$ cat src/rtl/wb_redirect_ctrl_pkg.sv
// Shared types for the writeback redirect controller: event causes, FSM states, constants.
// Latency: n/a (types and constants only).
// Backpressure: n/a.
package wb_redirect_ctrl_pkg;

    typedef enum logic [2:0] {
        RC_NONE = 3'd0,
        RC_EXC  = 3'd1,
        RC_ERET = 3'd2,
        RC_JMP  = 3'd3,
        RC_MTC0 = 3'd4
    } redirect_cause_e;

    typedef enum logic [1:0] {
        ST_IDLE     = 2'd0,
        ST_REDIRECT = 2'd1,
        ST_DRAIN    = 2'd2,
        ST_INT_WAIT = 2'd3
    } wbctl_state_e;

    // Default exception entry point (BEV=1 general exception vector).
    localparam logic [31:0] EXC_ENTRY = 32'hBFC0_0380;

    // MTC0 resumes after the dual-issue pair, i.e. lane-2 PC + 8.
    localparam int MTC0_RESUME_OFS = 8;

    // Causes that change CP0 state and therefore need issue held afterwards.
    function automatic logic is_drain_cause(input redirect_cause_e c);
        return (c == RC_ERET) || (c == RC_MTC0);
    endfunction

endpackage

$ cat src/rtl/wb_redirect_ctrl_if.sv
// Bundle between the writeback stage (master) and the redirect controller (slave).
// Latency: n/a (wires only).
// Backpressure: none; stall_issue is the only throttle and flows slave -> master.
// Ports: writeback event summary, CP0 interrupt state and per-stage valids in;
//        flush vector, issue stall, PC redirect strobe/target and interrupt tag out.
interface wb_redirect_ctrl_if #(
    parameter int NUM_STAGES = 4,
    parameter int PC_W       = 32
);
    logic                  exception_valid;
    logic                  eret_exist;
    logic                  mtc0_exist;
    logic                  jmp_valid;
    logic [PC_W-1:0]       jmp_pc;
    logic [PC_W-1:0]       exc_vector;
    logic [PC_W-1:0]       epc;
    logic [PC_W-1:0]       wb_pc;
    logic                  int_pending;
    logic [NUM_STAGES-1:0] stage_valid;

    logic [NUM_STAGES-1:0] flush;
    logic                  stall_issue;
    logic                  redirect_valid;
    logic [PC_W-1:0]       redirect_pc;
    logic                  int_take;

    modport master (
        output exception_valid, eret_exist, mtc0_exist, jmp_valid,
               jmp_pc, exc_vector, epc, wb_pc, int_pending, stage_valid,
        input  flush, stall_issue, redirect_valid, redirect_pc, int_take
    );

    modport slave (
        input  exception_valid, eret_exist, mtc0_exist, jmp_valid,
               jmp_pc, exc_vector, epc, wb_pc, int_pending, stage_valid,
        output flush, stall_issue, redirect_valid, redirect_pc, int_take
    );
endinterface

$ cat src/rtl/wb_redirect_ctrl_event_prio.sv
// Priority encoder for writeback redirect events: exception > ERET > jump > MTC0.
// Latency: purely combinational.
// Backpressure: none.
// Ports: four event flags plus their candidate PCs in; winning cause and target out.
module wb_event_prio
    import wb_redirect_ctrl_pkg::*;
#(
    parameter int PC_W = 32
) (
    input  logic            exception_valid,
    input  logic            eret_exist,
    input  logic            jmp_valid,
    input  logic            mtc0_exist,
    input  logic [PC_W-1:0] exc_vector,
    input  logic [PC_W-1:0] epc,
    input  logic [PC_W-1:0] jmp_pc,
    input  logic [PC_W-1:0] wb_pc,
    output redirect_cause_e cause,
    output logic [PC_W-1:0] target
);

    always_comb begin
        cause  = RC_NONE;
        target = '0;
        if (exception_valid) begin
            cause  = RC_EXC;
            target = exc_vector;
        end else if (eret_exist) begin
            cause  = RC_ERET;
            target = epc;
        end else if (jmp_valid) begin
            cause  = RC_JMP;
            target = jmp_pc;
        end else if (mtc0_exist) begin
            cause  = RC_MTC0;
            target = wb_pc + PC_W'(MTC0_RESUME_OFS);
        end
    end

endmodule

$ cat src/rtl/wb_redirect_ctrl.sv
// Writeback redirect/flush sequencer: flushes younger stages, redirects fetch, drains after CP0 writes, injects interrupts.
// Latency: flush combinational in the event cycle, redirect strobe registered one cycle later.
// Backpressure: stall_issue holds fetch/decode during the CP0 drain window and while an interrupt tag is in flight.
// Ports: clk, resetn (synchronous, active-low), bus (slave side of wb_redirect_ctrl_if).
module wb_redirect_ctrl
    import wb_redirect_ctrl_pkg::*;
#(
    parameter int NUM_STAGES   = 4,
    parameter int DRAIN_CYCLES = 2,
    parameter int PC_W         = 32
) (
    input  logic              clk,
    input  logic              resetn,
    wb_redirect_ctrl_if.slave bus
);

    localparam int CNT_W = (DRAIN_CYCLES > 0) ? $clog2(DRAIN_CYCLES + 1) : 1;

    wbctl_state_e    state;
    redirect_cause_e cause_q;
    logic [CNT_W-1:0] drain_cnt;
    logic             redirect_valid_q;
    logic [PC_W-1:0]  redirect_pc_q;
    logic             stall_q;

    redirect_cause_e evt_cause;
    logic [PC_W-1:0] evt_target;
    logic            evt_any;
    logic            accept;
    logic            int_fire;
    logic            unused_stage_bits;

    wb_event_prio #(.PC_W(PC_W)) u_prio (
        .exception_valid (bus.exception_valid),
        .eret_exist      (bus.eret_exist),
        .jmp_valid       (bus.jmp_valid),
        .mtc0_exist      (bus.mtc0_exist),
        .exc_vector      (bus.exc_vector),
        .epc             (bus.epc),
        .jmp_pc          (bus.jmp_pc),
        .wb_pc           (bus.wb_pc),
        .cause           (evt_cause),
        .target          (evt_target)
    );

    // Only the memory-stage valid matters for interrupt injection.
    assign unused_stage_bits = ^bus.stage_valid;

    assign evt_any = (evt_cause != RC_NONE);

    // Events are taken in IDLE and INT_WAIT (an older instruction beats the
    // pending interrupt tag). During DRAIN only an exception may preempt;
    // anything seen in REDIRECT comes from squashed instructions.
    always_comb begin
        accept = 1'b0;
        case (state)
            ST_IDLE, ST_INT_WAIT: accept = evt_any;
            ST_DRAIN:             accept = bus.exception_valid;
            default:              accept = 1'b0;
        endcase
        accept = accept & resetn;
    end

    assign int_fire = resetn && (state == ST_IDLE) && !evt_any &&
                      bus.int_pending && bus.stage_valid[NUM_STAGES-1];

    // Combinational outputs are masked while reset is held; registered ones
    // clear on the reset edge.
    assign bus.flush          = (resetn && ((state == ST_REDIRECT) || accept)) ?
                                {NUM_STAGES{1'b1}} : {NUM_STAGES{1'b0}};
    assign bus.int_take       = int_fire;
    assign bus.redirect_valid = redirect_valid_q;
    assign bus.redirect_pc    = redirect_pc_q;
    assign bus.stall_issue    = stall_q;

    always_ff @(posedge clk) begin
        if (!resetn) begin
            state            <= ST_IDLE;
            cause_q          <= RC_NONE;
            drain_cnt        <= '0;
            redirect_valid_q <= 1'b0;
            redirect_pc_q    <= '0;
            stall_q          <= 1'b0;
        end else begin
            // The redirect strobe and its PC live for exactly one cycle.
            redirect_valid_q <= 1'b0;
            redirect_pc_q    <= '0;

            if (accept) begin
                state            <= ST_REDIRECT;
                cause_q          <= evt_cause;
                redirect_valid_q <= 1'b1;
                redirect_pc_q    <= evt_target;
                stall_q          <= 1'b0;
                drain_cnt        <= '0;
            end else begin
                case (state)
                    ST_IDLE: begin
                        if (int_fire) begin
                            state   <= ST_INT_WAIT;
                            stall_q <= 1'b1;
                        end
                    end
                    ST_REDIRECT: begin
                        if (is_drain_cause(cause_q) && (DRAIN_CYCLES > 0)) begin
                            state     <= ST_DRAIN;
                            drain_cnt <= CNT_W'(DRAIN_CYCLES);
                            stall_q   <= 1'b1;
                        end else begin
                            state   <= ST_IDLE;
                            stall_q <= 1'b0;
                        end
                    end
                    ST_DRAIN: begin
                        if (drain_cnt <= CNT_W'(1)) begin
                            state     <= ST_IDLE;
                            drain_cnt <= '0;
                            stall_q   <= 1'b0;
                        end else begin
                            drain_cnt <= drain_cnt - CNT_W'(1);
                        end
                    end
                    ST_INT_WAIT: begin
                        // Held until the tagged instruction (or an older
                        // event) reaches writeback.
                        stall_q <= 1'b1;
                    end
                    default: begin
                        state   <= ST_IDLE;
                        stall_q <= 1'b0;
                    end
                endcase
            end
        end
    end

endmodule

$ cat src/flat_wrapper.sv
// flat-port wrapper written by rule: the top's interface ports become plain ports
module wb_redirect_ctrl_flat import wb_redirect_ctrl_pkg::*;
#(
    parameter int NUM_STAGES   = 4,
    parameter int DRAIN_CYCLES = 2,
    parameter int PC_W         = 32
)
  (clk, resetn, bus_exception_valid, bus_eret_exist, bus_mtc0_exist, bus_jmp_valid, bus_jmp_pc, bus_exc_vector, bus_epc, bus_wb_pc, bus_int_pending, bus_stage_valid, bus_flush, bus_stall_issue, bus_redirect_valid, bus_redirect_pc, bus_int_take);
  wb_redirect_ctrl_if #(.NUM_STAGES(NUM_STAGES), .PC_W(PC_W)) bus_i ();
  input  logic clk;
  input  logic resetn;
  input wire logic [$bits(bus_i.exception_valid)-1:0] bus_exception_valid;
  input wire logic [$bits(bus_i.eret_exist)-1:0] bus_eret_exist;
  input wire logic [$bits(bus_i.mtc0_exist)-1:0] bus_mtc0_exist;
  input wire logic [$bits(bus_i.jmp_valid)-1:0] bus_jmp_valid;
  input wire logic [$bits(bus_i.jmp_pc)-1:0] bus_jmp_pc;
  input wire logic [$bits(bus_i.exc_vector)-1:0] bus_exc_vector;
  input wire logic [$bits(bus_i.epc)-1:0] bus_epc;
  input wire logic [$bits(bus_i.wb_pc)-1:0] bus_wb_pc;
  input wire logic [$bits(bus_i.int_pending)-1:0] bus_int_pending;
  input wire logic [$bits(bus_i.stage_valid)-1:0] bus_stage_valid;
  output wire logic [$bits(bus_i.flush)-1:0] bus_flush;
  output wire logic [$bits(bus_i.stall_issue)-1:0] bus_stall_issue;
  output wire logic [$bits(bus_i.redirect_valid)-1:0] bus_redirect_valid;
  output wire logic [$bits(bus_i.redirect_pc)-1:0] bus_redirect_pc;
  output wire logic [$bits(bus_i.int_take)-1:0] bus_int_take;
  assign bus_i.exception_valid = bus_exception_valid;
  assign bus_i.eret_exist = bus_eret_exist;
  assign bus_i.mtc0_exist = bus_mtc0_exist;
  assign bus_i.jmp_valid = bus_jmp_valid;
  assign bus_i.jmp_pc = bus_jmp_pc;
  assign bus_i.exc_vector = bus_exc_vector;
  assign bus_i.epc = bus_epc;
  assign bus_i.wb_pc = bus_wb_pc;
  assign bus_i.int_pending = bus_int_pending;
  assign bus_i.stage_valid = bus_stage_valid;
  assign bus_flush = bus_i.flush;
  assign bus_stall_issue = bus_i.stall_issue;
  assign bus_redirect_valid = bus_i.redirect_valid;
  assign bus_redirect_pc = bus_i.redirect_pc;
  assign bus_int_take = bus_i.int_take;
  wb_redirect_ctrl #(.NUM_STAGES(NUM_STAGES), .DRAIN_CYCLES(DRAIN_CYCLES), .PC_W(PC_W)) u_core (.clk(clk), .resetn(resetn), .bus(bus_i));
endmodule
$ cat config.mk
export PLATFORM = sky130hd
export DESIGN_NAME = wb_redirect_ctrl_flat
export DESIGN_NICKNAME = d
export VERILOG_FILES = /design/src/rtl/wb_redirect_ctrl_pkg.sv /design/src/rtl/wb_redirect_ctrl_if.sv /design/src/rtl/wb_redirect_ctrl_event_prio.sv /design/src/rtl/wb_redirect_ctrl.sv /design/src/flat_wrapper.sv
export SDC_FILE = /design/constraint.sdc
export NUM_CORES = 1
export LEC_CHECK = 0
export ABC_AREA = 1
export CAP_MARGIN = 20
export CORE_MARGIN = 5
export CORE_UTILIZATION = 36
export DETAILED_ROUTE_END_ITERATION = 10
export GPL_ROUTABILITY_DRIVEN = 1
export GPL_TIMING_DRIVEN = 0
export PLACE_DENSITY = 0.78
export SLEW_MARGIN = 20
export SYNTH_ARGS = -nofsm -noshare
export SYNTH_HDL_FRONTEND = slang
export SYNTH_HIERARCHICAL = 1
export SYNTH_SLANG_ARGS = --single-unit
$ cat constraint.sdc
create_clock -name clk -period 1.6 [get_ports clk]
set_clock_uncertainty 0.1 [all_clocks]
set_input_delay 0.24 -clock clk [delete_from_list [all_inputs] [get_ports clk]]
set_output_delay 0.24 -clock clk [all_outputs]
set_load 0.005 [all_outputs]
==> impl_metrics.env <==
export IMPL_status="complete, but fails checks"
export IMPL_violations="setup timing"
export IMPL_hold_buffers=0
export IMPL_synth_edf_count=0
export IMPL_crit_chain="inv_2, ha_4, nor2_2, o21ai_2, nand2_2, o21ai_2, inv_2, buf_6, buf_6"
export IMPL_pre_cts_ws_ns=-1.42
export IMPL_clkTransAtPathRegs_ns=0.09
export IMPL_cts_tree="built"
export IMPL_synthTopCellsByArea="dfxtp_1, nand2_1, nor2_1"
export IMPL_net_switching_power_mw=1.74
export IMPL_ys_ff_latch=41
export IMPL_fin_nets=913
export IMPL_timing_fmax_mhz=508
export IMPL_final_core_util=0.683
export IMPL_cts_made_buffers=5
export IMPL_netlist_area_um2=3260
export IMPL_yosys_cell_types_count=34
export IMPL_antenna_found_initial=0
export IMPL_grt_pass1_wl_mm=22.7
export IMPL_hold_violations=0
export IMPL_arrival_ns=1.63
export IMPL_path_class="flop to primary output"
export IMPL_drc_errors=0
export IMPL_initial_utilization=0.372
export IMPL_worst_pin_slew_ns=0.536
export IMPL_dpl_hpwl_mm=11.5
export IMPL_yosys_area_top_type="dfxtp_1"
export IMPL_wl_mm=15.7
export IMPL_peakVddDrop_mv=0.411
export IMPL_rows=34
export IMPL_slowest_stage="dfxtp_2"
export IMPL_grt_start_max_net_pins=15
export IMPL_wl_per_cell_um=17.9
export IMPL_clk_insertion_delay_late_ns=0.31
export IMPL_clk_path_buf_depth=2
export IMPL_p_leak_nw=2.71
export IMPL_setup_viol=45
export IMPL_fin_crit_ns=1.97
export IMPL_cp_required_ns=1.26
export IMPL_seqPwrFrac=0.266
export IMPL_via_per_inst=5.18
export IMPL_dieArea_um2=11000
export IMPL_yosysSeqAreaShare=0.252
export IMPL_root_buffer="clkbuf_8"
export IMPL_core_area_um2=8760
export IMPL_power_density_nw_per_um2=862
export IMPL_port_buffers=174
export IMPL_dr_pass1_iters=5
export IMPL_path_max_fanout=4
export IMPL_place_gp_congestion=0.955
export IMPL_design_area_um2=5980
export IMPL_synth_top_area_share=0.252
export IMPL_die_h_um=105
export IMPL_setup_tns_ns=-3.76
export IMPL_hold_class="input pin to flop"
export IMPL_async_flop_share=0
export IMPL_synth_top_flop_cell="dfxtp_1"
export IMPL_end_kind="primary output"
export IMPL_rsz0062_at_grt="true"
export IMPL_setup_ws_ns=-0.368
export IMPL_postSynthCellCount=552
export IMPL_synth_nets=695
export IMPL_cap_violations=0
export IMPL_drt_iter0_markers=242
export IMPL_n_antenna_cell=0
export IMPL_overflow=0
export IMPL_placed_area_um2=5160
export IMPL_yosys_warnings=6
export IMPL_p_comb_frac=0.531
export IMPL_syn2layout_area_growth_pct=83.7
export IMPL_drive_above_1_share=0.215
export IMPL_fin_crit_sh=1.23
export IMPL_max_slew_margin_rel=0.642
export IMPL_clkSinkCount=41
export IMPL_clkPwrFrac=0.204
export IMPL_num_vias=4553
export IMPL_grt_util_all_layers=0.254
export IMPL_cts_htree_levels=2
export IMPL_crit_path_max_incr_delay_ns=0.35
export IMPL_p_int_mw=3.42
export IMPL_syn_area_per_cell_um2=5.90
export IMPL_swShare=0.338
export IMPL_cp_start_kind="flop"
export IMPL_first_global_vias=4468
export IMPL_ant_nets=0
export IMPL_maxSlewViolCount=0
export IMPL_io_pins=178
export IMPL_die_w_um=105
[metrics by stage]
stage | power (mW) | hold slack [ns] | cells
final | 5.16 | 0.240 | 879
after global routing | 5.42 | 0.248 | 879
after global placement | 3.31 | 0.349 | 834
after CTS | 4.63 | 0.230 | 868
after detailed placement | 3.35 | 0.376 | 834
after floorplan | 2.21 | 0.274 | 552
[power by group through the flow]
| stage | combinational (mW) | clock [mW] | sequential, mW |
|---|---|---|---|
| global placement | 1.93 | 0 | 1.38 |
| CTS | 2.20 | 1.06 | 1.37 |
| floorplan | 0.798 | 0 | 1.41 |
| detailed placement | 1.96 | 0 | 1.39 |
| finish | 2.74 | 1.05 | 1.37 |
| global route | 2.90 | 1.12 | 1.40 |
[worst paths after layout]
| kind | startpoint | to | cells past startpoint | slack [ns] |
|---|---|---|---|---|
| worst max register to register | u_core/state[0] | u_core/drain_cnt[0] | 8 | -0.12 |
| worst min-delay path | bus_wb_pc[3] | u_core/bus.redirect_pc[3] | 4 | 0.24 |
| worst max-delay path | u_core/state[1] | bus_flush[1] | 9 | -0.37 |
| worst min register to register | u_core/bus.stall_issue | u_core/bus.stall_issue | 2 | 0.44 |
[flip-flops by register name, indices dropped and copies added (netlist names)]
signal,flops
u_core/drain_cnt,2
u_core/cause_q,3
u_core/bus.stall_issue,1
u_core/state,2
u_core/bus.redirect_valid,1
u_core/bus.redirect_pc,32
[placed cells by master, fill, tap and decap left out, drive strengths merged, types with 3 or more instances in the layout]
cell type,synthesis,final
mux2i,5,5
clkdlybuf4s50,0,142
o21ai,42,42
dlymetal6s2s,0,7
nand3b,3,3
clkbuf,3,11
a22oi,4,4
a21oi,31,31
a22o,10,10
buf,17,60
o211ai,4,4
nor2,98,98
nand3,34,34
inv,80,81
ha,4,4
nand2,155,156
dfxtp,41,41
dlygate4sd2,0,15
nand4,11,11
[what timing repair did]
item                       4_1_cts  5_1_grt
setup buffers                   37       14
setup endpoints to repair       46       40
resized for setup              114       68
gates cloned                     0        4
pin swaps                       14       15
[synthesized netlist by cell type, types with 2 or more instances]
cell,instances
clkbuf_1,3
buf_1,2
nor2_4,7
a22oi_1,4
o21ai_1,4
dfxtp_1,41
ha_1,4
nor2_2,5
nand2_2,9
nand4_1,11
mux2i_1,5
a22o_1,10
o21bai_1,2
or2_2,2
nand2_1,146
inv_1,74
nor2_1,86
o211ai_1,4
a21oi_1,31
buf_2,5
buf_6,3
o21ai_0,37
inv_2,6
nand3_2,3
nand3_1,31
nand3b_1,3
buf_4,7
[area by class of cell]
type | count | area, um2
flip-flops and latches | 41 | 823
well taps | 108 | 135
fillers | 773 | 2780
inverters | 80 | 305
clock buffers | 5 | 68.8
clock inverters | 3 | 68.8
multi-input cells | 412 | 2280
repair buffers | 213 | 2130
plain buffers | 17 | 174
[critical path: cells and delay by family, from the launching register on]
family | cells | cell delay, ns
buf+inv | 4 | 0.37
compound gates | 2 | 0.20
flops | 1 | 0.35
simple gates | 2 | 0.13
fa+ha+maj | 1 | 0.28
[cells by family (layout without fill, tap and decap cells)]
| group | count (synthesis) | after routing | share of synthesized area |
|---|---|---|---|
| AOI/OAI and AO/OA | 97 | 97 | 0.173 |
| and+or+nand+nor | 305 | 306 | 0.412 |
| buffers and inverters | 100 | 318 | 0.132 |
| muxes | 5 | 5 | 0.0154 |
| adders and majority gates | 4 | 4 | 0.0154 |
| DFF | 41 | 41 | 0.252 |
[routing by layer]
layer / routed length [um] / up-vias / GRT usage
met2: 7910 / 220 / 0.466
met3: 1210 / 44 / 0.0654
met4: 516 / 0 / 0.0685
met5: 0 / - / 0
li1: - / 2197 / -
met1: 6090 / 2092 / 0.289
No activity file was read; power rests on OpenSTA's default activity.
